[config.mk]
export PLATFORM = sky130hd
export DESIGN_NAME = sram_arbiter_2m
export DESIGN_NICKNAME = d
export VERILOG_FILES = /design/src/rtl/sram_arbiter_2m.sv
export SDC_FILE = /design/constraint.sdc
export NUM_CORES = 1
export LEC_CHECK = 0
export BUFFER_PORTS_ARGS = -buffer_cell sky130_fd_sc_hd__buf_4
export CAP_MARGIN = 10
export CORE_MARGIN = 2
export CORE_UTILIZATION = 45
export DETAILED_ROUTE_END_ITERATION = 6
export MAX_ROUTING_LAYER = met4
export PLACE_DENSITY = 0.8
export SETUP_SLACK_MARGIN = 0.15
export SLEW_MARGIN = 20
export SYNTH_ARGS = -nofsm -noshare
export SYNTH_HDL_FRONTEND = slang
export SYNTH_SLANG_ARGS = --single-unit
[constraint.sdc]
create_clock -name i_clk -period 1.82 [get_ports i_clk]
set_input_delay 0.091 -clock i_clk [delete_from_list [all_inputs] [get_ports i_clk]]
set_output_delay 0.091 -clock i_clk [all_outputs]
set_load 0.01 [all_outputs]
[src/rtl/sram_arbiter_2m.sv]
// sram_arbiter_2m: round-robin two-master sequencer for the SRAM controller; SRAM_ARB_TIMEOUT_EN adds a WAIT watchdog
module sram_arbiter_2m #(
  parameter int ADDR_W         = 18,
  parameter int DATA_W         = 32,
  parameter int TIMEOUT_CYCLES = 16
) (
  input  logic                i_clk,
  input  logic                i_reset,
  input  logic                i_M0_REQ,
  input  logic                i_M0_WE,
  input  logic [ADDR_W-1:0]   i_M0_ADDR,
  input  logic [DATA_W-1:0]   i_M0_WDATA,
  input  logic [DATA_W/8-1:0] i_M0_BMASK,
  output logic [DATA_W-1:0]   o_M0_RDATA,
  output logic                o_M0_ACK,
  input  logic                i_M1_REQ,
  input  logic                i_M1_WE,
  input  logic [ADDR_W-1:0]   i_M1_ADDR,
  input  logic [DATA_W-1:0]   i_M1_WDATA,
  input  logic [DATA_W/8-1:0] i_M1_BMASK,
  output logic [DATA_W-1:0]   o_M1_RDATA,
  output logic                o_M1_ACK,
  output logic                o_ERR,
  output logic [ADDR_W-1:0]   o_ADDR,
  output logic [DATA_W-1:0]   o_WDATA,
  output logic [DATA_W/8-1:0] o_BMASK,
  output logic                o_WREN,
  output logic                o_RDEN,
  input  logic [DATA_W-1:0]   i_RDATA,
  input  logic                i_ACK
);
  localparam int BW = DATA_W / 8;
  typedef enum logic [1:0] {IDLE, ISSUE, WAIT, RESP} state_t;
  state_t            state_q, state_d;
  logic              last_q, last_d, gnt_q, gnt_d, we_q, we_d;
  logic [ADDR_W-1:0] addr_q, addr_d;
  logic [DATA_W-1:0] wdata_q, wdata_d, rd0_q, rd0_d, rd1_q, rd1_d;
  logic [BW-1:0]     bmask_q, bmask_d;
  logic              win1, tmo, cap;
  logic [DATA_W-1:0] cap_data;
  assign win1     = i_M1_REQ & (~i_M0_REQ | ~last_q);
  assign cap      = (state_q == WAIT) & (i_ACK | tmo);
  assign cap_data = i_ACK ? i_RDATA : DATA_W'(32'hDEAD_BEEF);
  // next state, grant latch and per-master read data capture
  always_comb begin
    state_d = state_q;
    last_d  = last_q;
    gnt_d   = gnt_q;
    we_d    = we_q;
    addr_d  = addr_q;
    wdata_d = wdata_q;
    bmask_d = bmask_q;
    rd0_d   = rd0_q;
    rd1_d   = rd1_q;
    if (state_q == IDLE && (i_M0_REQ | i_M1_REQ)) begin
      state_d = ISSUE;
      last_d  = win1;
      gnt_d   = win1;
      we_d    = win1 ? i_M1_WE : i_M0_WE;
      addr_d  = (win1 ? i_M1_ADDR : i_M0_ADDR) & ~ADDR_W'(1);
      wdata_d = win1 ? i_M1_WDATA : i_M0_WDATA;
      bmask_d = win1 ? i_M1_BMASK : i_M0_BMASK;
    end
    if (state_q == ISSUE) state_d = WAIT;
    if (cap) begin
      state_d = RESP;
      rd0_d   = gnt_q ? rd0_q : cap_data;
      rd1_d   = gnt_q ? cap_data : rd1_q;
    end
    if (state_q == RESP) state_d = IDLE;
  end
  // state and request register; reset drops any transaction and favours M0
  always_ff @(posedge i_clk) begin
    if (i_reset) begin
      state_q <= IDLE;
      last_q  <= 1'b1;
      gnt_q   <= 1'b0;
      we_q    <= 1'b0;
      addr_q  <= '0;
      wdata_q <= '0;
      bmask_q <= '0;
      rd0_q   <= '0;
      rd1_q   <= '0;
    end else begin
      state_q <= state_d;
      last_q  <= last_d;
      gnt_q   <= gnt_d;
      we_q    <= we_d;
      addr_q  <= addr_d;
      wdata_q <= wdata_d;
      bmask_q <= bmask_d;
      rd0_q   <= rd0_d;
      rd1_q   <= rd1_d;
    end
  end
`ifdef SRAM_ARB_TIMEOUT_EN
  localparam int CW = $clog2(TIMEOUT_CYCLES + 1);
  logic [CW-1:0] cnt_q, cnt_d;
  logic          err_q, err_d;
  assign tmo   = (state_q == WAIT) & (cnt_q == CW'(TIMEOUT_CYCLES - 1));
  assign o_ERR = (state_q == RESP) & err_q;
  // watchdog counts WAIT cycles; a late ack on the limit cycle still completes normally
  always_comb begin
    cnt_d = (state_q == WAIT) ? cnt_q + CW'(1) : '0;
    err_d = cap ? ~i_ACK : err_q;
  end
  // watchdog registers
  always_ff @(posedge i_clk) begin
    if (i_reset) begin
      cnt_q <= '0;
      err_q <= 1'b0;
    end else begin
      cnt_q <= cnt_d;
      err_q <= err_d;
    end
  end
`else
  assign tmo   = 1'b0;
  assign o_ERR = 1'b0;
`endif
  assign o_WREN     = (state_q == ISSUE) & we_q;
  assign o_RDEN     = (state_q == ISSUE) & ~we_q;
  assign o_M0_ACK   = (state_q == RESP) & ~gnt_q;
  assign o_M1_ACK   = (state_q == RESP) & gnt_q;
  assign o_M0_RDATA = rd0_q;
  assign o_M1_RDATA = rd1_q;
  assign o_ADDR     = addr_q;
  assign o_WDATA    = wdata_q;
  assign o_BMASK    = bmask_q;
endmodule
==> results of run 1 <==
[power groups by stage]
| stage | registers, mW | clock network [mW] | logic [mW] |
|---|---|---|---|
| final | 3.34 | 3.71 | 2.78 |
| after global routing | 3.38 | 3.88 | 2.91 |
| after CTS | 3.31 | 3.73 | 2.54 |
| after detailed placement | 3.35 | 0 | 2.32 |
| after global placement | 3.34 | 0 | 2.27 |
| after floorplan | 3.46 | 0 | 1.14 |
[kinds of logic after synthesis]
family                    share of synthesized area, %
and+or+nand+nor                                   19.4
AOI/OAI and AO/OA                                 26.1
other                                           0.0734
DFF                                               47.8
xor gates and xnor gates                         0.171
buffers and inverters                             6.47
[metrics by stage]
step	power [mW]	TNS [ns]	util [%]	setup WS, ns
6_report	9.84	0	81.7	0.211
5_1_grt	10.2	0	81.7	0.165
4_1_cts	9.58	0	81.5	0.219
3_5_place_dp	5.67	-0.209	64.9	-0.0480
3_3_place_gp	5.60	0	64.9	0.0769
2_1_floorplan	4.61	0	-	0.507
[worst max-delay path, stage by stage, from the launching register on]
cell and delay, ns:
dfxtp_1 0.41, nor2_4 0.18, and2_2 0.63, a311oi_1 0.21
[cell type report]
cell class | instances | area (µm²)
timing repair buffer | 393 | 3290
sequential | 122 | 2440
multi-input combinational | 411 | 2370
fill | 600 | 2000
clock buffer | 20 | 457
clock inverter | 12 | 195
tap | 140 | 175
antenna | 2 | 5.00
[layer usage]
| layer | part of all wire, % | GRT usage, % | up-vias | wire, µm |
|---|---|---|---|---|
| li1 | - | - | 2815 | - |
| met1 | 36 | 38.0 | 2918 | 7770 |
| met2 | 48 | 55.8 | 493 | 10300 |
| met3 | 9.1 | 8.78 | 141 | 1960 |
| met4 | 7.1 | 23.9 | 0 | 1540 |
| met5 | 0 | - | - | 0 |
[state kept, by name, indices dropped and copies added (netlist names)]
register    flops
o_BMASK         4
last_q          1
o_ADDR         17
o_WDATA        32
we_q            1
o_M0_RDATA     32
gnt_q           1
state_q         2
o_M1_RDATA     32
[worst max-delay path by stage]
stage	from	end	slack [ns]	depth (start not counted)
5_1_grt	state_q[0]	o_M0_RDATA[0]	0.17	4
4_1_cts	state_q[0]	o_M0_RDATA[0]	0.22	4
3_5_place_dp	state_q[1]	o_WDATA[16]	-0.05	3
6_report	state_q[0]	o_ADDR[5]	0.21	3
2_1_floorplan	state_q[1]	o_M0_RDATA[3]	0.51	5
3_3_place_gp	state_q[1]	o_WDATA[8]	0.08	3
[cells in the mapped netlist (2+ instances only)]
cell type  count
nor2_1        50
a211oi_1      28
a21bo_2        2
nand2_1      127
buf_4         11
a21oi_1       71
nand3_1       16
a311oi_1      54
nor2b_1       25
buf_1          4
clkbuf_1      23
buf_2         27
a211oi_2      20
dfxtp_1      122
[layout by cell type (no fill, tap or decap), types with 20 or more instances in the layout]
cell type and count:
nor2_1 50, a21oi_1 71, a211oi_2 20, nand2_1 127, buf_4 273, nor2b_1 25, a211oi_1 28, dfxtp_1 121
a311oi_1 54, dlygate4sd3_1 115
[timing repair]
action,4_1_cts,5_1_grt
endpoints found under the setup margin,56,12
cloned,0,1
hold buffers,115,0
pin swaps,0,2
hold endpoints to repair,70,0
gates resized for setup,3,5
==> impl_results.md, run 1 <==
- DR vias: 6367
- Initial core utilization: 46.7%
- Number of antenna violations at the first check in global routing: 2
- DRT iter0 DRCs: 493
- Post-synth top area share: 47.8%
- Kind of start point of the critical path: register
- Avg WL per Cell: 19.6 µm
- GP Congestion: 0.829
- Area leader, netlist: dfxtp_1
- GR Overflow Total: 0
- Dpl hpwl: 11.0 mm
- Post-synthesis cell type count: 31
- Crit-path max FO: 27
- Reg2reg setup slack: 0.21 ns
- Max cap viols: 0
- Cell internal pwr: 6.85 mW
- CTS sink count: 122
- Nets: 1092
- Post-route cell area: 0.00894 mm²
- Clock root buffer: clkbuf_16
- Max-slew violations: 0
- Setup Skew: 0.00629 ns
- H-Tree Depth: 4
- Critical path data required time: 2.06 ns
- Pre-antenna DRT Iters: 6
- Peak supply drop: 715 µV
- Final setup violation count: 0
- First-pass GRT wire length: 33.3 mm
- Hold Crit Start: i_M0_WDATA[6]
- Clock transition at path regs: 0.06 ns
- WL final: 21.6 mm
- Mapped Area: 0.00511 mm²
- Clock latency on the worst-skew pair: 0.41 ns
- Final period util: 88.4%
- EDFF count, synth: 0
- Vias in the first global route: 6466
- Post-Synthesis Cells: 597
- Pwr per Cell Area: 1100 mW/mm²
- CTS tree: yes
- Largest net degree at the start of global routing: 60
- Area of the core: 0.0109 mm²
- Die X: 111 µm
- Async S/R FF share, synth: 0%
- Synth warnings: 0
- Status: finished, final reports clean
- Post-CTS Setup Inserts: 0
- ANT nets after route: 0
- Switch share: 30.3%
- CTS buffer count: 17
- R2r startpoint: state_q[0]
- Avg Inst Size Synth: 8.56 µm²
- Setup crit end kind: register
- Post-synthesis register bit count: 122
- Reg power frac: 34.0%
- Die ar.: 0.0122 mm²
- Worst-margin pin slew: 0.701 ns
- Final hold violations: 0
- Predominant post-synthesis flop cell: dfxtp_1
- Placed Cells: 950
- Hold EP: o_WDATA[6]
- # DRC: 0
- Row count: 38
- R2R cell count: 3
- Minimum clock period: 1.61 ns
- Min-Delay Path Depth: 3
- Worst hold path class: in2reg
- Combinational power share: 28.3%
- DP Area: 0.00710 mm²
- WHS: 0.0177 ns
- LEAKAGE: 3.83 nW
- Crit path DAT: 1.85 ns
- GRT Total Usage: 34.8%
- Unrepaired setup endpoints after global routing: no
- Area Overhead vs Synth: 75.0%
- # port buffers: 265
- R2R Path End: o_ADDR[5]
- Ports: 270
- Top cells by area, synth: dfxtp_1 (48%), nand2_1 (9.3%), a311oi_1 (9.3%)
- Slew margin rel.: 53.3%
- Via/cell ratio: 5.79
- Fin cells: 1100
- Share of layout cells above drive strength 1: 35.4%
- P_sw: 2.98 mW
- Clk pwr share: 37.8%
- Clk buf depth: 2
- Max Clk Rate: 621 MHz
- Sequential fraction of the synthesis area: 47.8%
- Die Y-Extent: 111 µm
- WS Path Type: reg2reg
Note: power is estimated with default switching activity, not from simulation.
==> inputs of run 2 (changes only) <==
- CORE_UTILIZATION: 45 -> 47
- CTS_BUF_LIST: unset -> sky130_fd_sc_hd__clkbuf_8
- PLACE_DENSITY: 0.8 -> 0.83
==> run 2 against run 1 <==
Effect of this change: sequential power is essentially flat; critical path depth grew 1; clock-buffer cell count grew 2; clock power shrank 35%; setup slack gained 0.054 ns; via count shrank 0.30%; fmax grew 3.5%; power shrank 13%; largest power group is now sequential cells; highest routed layer unchanged.
==> impl_results.md, run 2 (synthesis results as in run 1) <==
- Share of layout cells above drive strength 1: 34.9%
- Final setup violation count: 0
- WL final: 21.3 mm
- Fill cells: 582
- CTS sink count: 122
- # port buffers: 265
- Clock root buffer: clkbuf_8
- GRT Total Usage: 37.0%
- Max cap viols: 0
- Vias in the first global route: 6272
- # DRC: 0
- R2R cell count: 4
- CP top delay family: simple AND/OR/NAND/NOR gates
- Post-CTS Setup Inserts: 0
- Die X: 108 µm
- CTS tree: yes
- Dpl hpwl: 10.9 mm
- Critical Path Slowest Stage Cell: and2_2
- Crit-path cells: nor2_4, and2_2, buf_12, a311oi_1
- DP Area: 0.00715 mm²
- ANT nets after route: 0
- Total Power: 8.53 mW
- Setup Skew: 0.0109 ns
- Die ar.: 0.0117 mm²
- Clock latency on the worst-skew pair: 0.42 ns
- Setup crit end kind: register
- Fin cells: 1100
- Crit-path max FO: 34
- Initial core utilization: 47.8%
- Antenna cells: 0
- DRT iter0 DRCs: 599
- Largest net degree at the start of global routing: 60
- Area Overhead vs Synth: 71.6%
- Max-slew violations: 0
- Post-route core utilization: 82.0%
- Crit path buf inv count: 1
- Min-Delay Path Depth: 3
- Final hold violations: 0
- WS Path Type: reg2reg
- Kind of start point of the critical path: register
- Clock transition at path regs: 0.07 ns
- Reg2reg setup slack: 0.26 ns
- GP Congestion: 0.833
- Crit path DAT: 1.83 ns
- Via/cell ratio: 5.77
- Worst-margin pin slew: 0.623 ns
- Die Y-Extent: 108 µm
- PnR worst setup slack: 0.265 ns
- Slew margin rel.: 58.5%
- CTS buffer count: 17
- Number of antenna violations at the first check in global routing: 0
- Clk buf depth: 2
- Pwr per Cell Area: 973 mW/mm²
- Status: finished, final reports clean
- Row count: 38
- Minimum clock period: 1.56 ns
- R2r startpoint: state_q[1]
- Most common cell after layout, fill and taps aside: buf_4
- DR vias: 6348
- CP Depth: 4
- Nets: 1096
- Critical Path Start: state_q[1]
- Max Clk Rate: 643 MHz
- CP Capture Point: o_WDATA[27]
- Placed Cells: 948
- Most frequent cells in the layout: buf_4 (268), nand2_1 (127), dlygate4sd3_1 (122), dfxtp_1 (120), a21oi_1 (71)
- Area of the core: 0.0107 mm²
- First-pass GRT wire length: 32.6 mm
- Critical path's largest stage delay: 0.46 ns
- Worst hold path class: in2reg
- Post-route cell area: 0.00877 mm²
- Final period util: 85.4%
- Avg WL per Cell: 19.4 µm
- Unrepaired setup endpoints after global routing: no
- GR Overflow Total: 0
- H-Tree Depth: 4
- Critical path data required time: 2.09 ns
- WHS: 0.0288 ns
- Place WS: 0.235 ns
- Ports: 270
- Post-route setup TNS: 0 ns
- LEAKAGE: 3.75 nW
- Peak supply drop: 609 µV
- Pre-antenna DRT Iters: 5
- R2R Path End: o_WDATA[27]
==> run 2: worst min-delay path, stage by stage <==
cell and delay [ns]:
buf_4 0.08, nor2b_1 0.06, a211oi_2 0.17
==> run 2: worst min-delay path by stage <==
stage	from	to	slack [ns]
3_5_place_dp	i_M0_ADDR[14]	o_ADDR[14]	0.37
6_report	i_RDATA[9]	o_M1_RDATA[9]	0.03
5_1_grt	i_RDATA[2]	o_M1_RDATA[2]	0.02
2_1_floorplan	i_M0_WDATA[3]	o_WDATA[3]	0.24
4_1_cts	i_M0_REQ	last_q	0.005
3_3_place_gp	i_M0_WDATA[10]	o_WDATA[10]	0.37
==> run 2: timing repair <==
action / 4_1_cts / 5_1_grt
hold buffers: 122 / 0
endpoints found under the hold margin: 76 / 0
endpoints found under the setup margin: 0 / 9
resized for setup: 0 / 2
==> run 2: cell type report <==
| type | count | area (µm²) | area share (%) |
|---|---|---|---|
| sequential | 122 | 2440 | 27.9 |
| clock inverter | 8 | 93.8 | 1.07 |
| timing repair buffer | 398 | 3390 | 38.7 |
| clock buffer | 22 | 303 | 3.45 |
| tap | 140 | 175 | 2.00 |
| multi-input combinational | 410 | 2360 | 26.9 |
==> run 2: metal layers <==
layer / vias up / track usage, % / routed length (µm)
li1: 2809 / - / -
met4: 0 / 22.3 / 1290
met3: 115 / 8.92 / 1990
met2: 472 / 59.2 / 10300
met5: - / - / 0
met1: 2952 / 41.9 / 7750
==> run 2: where the power goes <==
part,leakage (nW),total (mW),switching [mW],internal [mW]
logic,2.55,2.79,1.46,1.32
clock network,0.204,2.40,1.03,1.37
registers,1.00,3.34,0.283,3.06
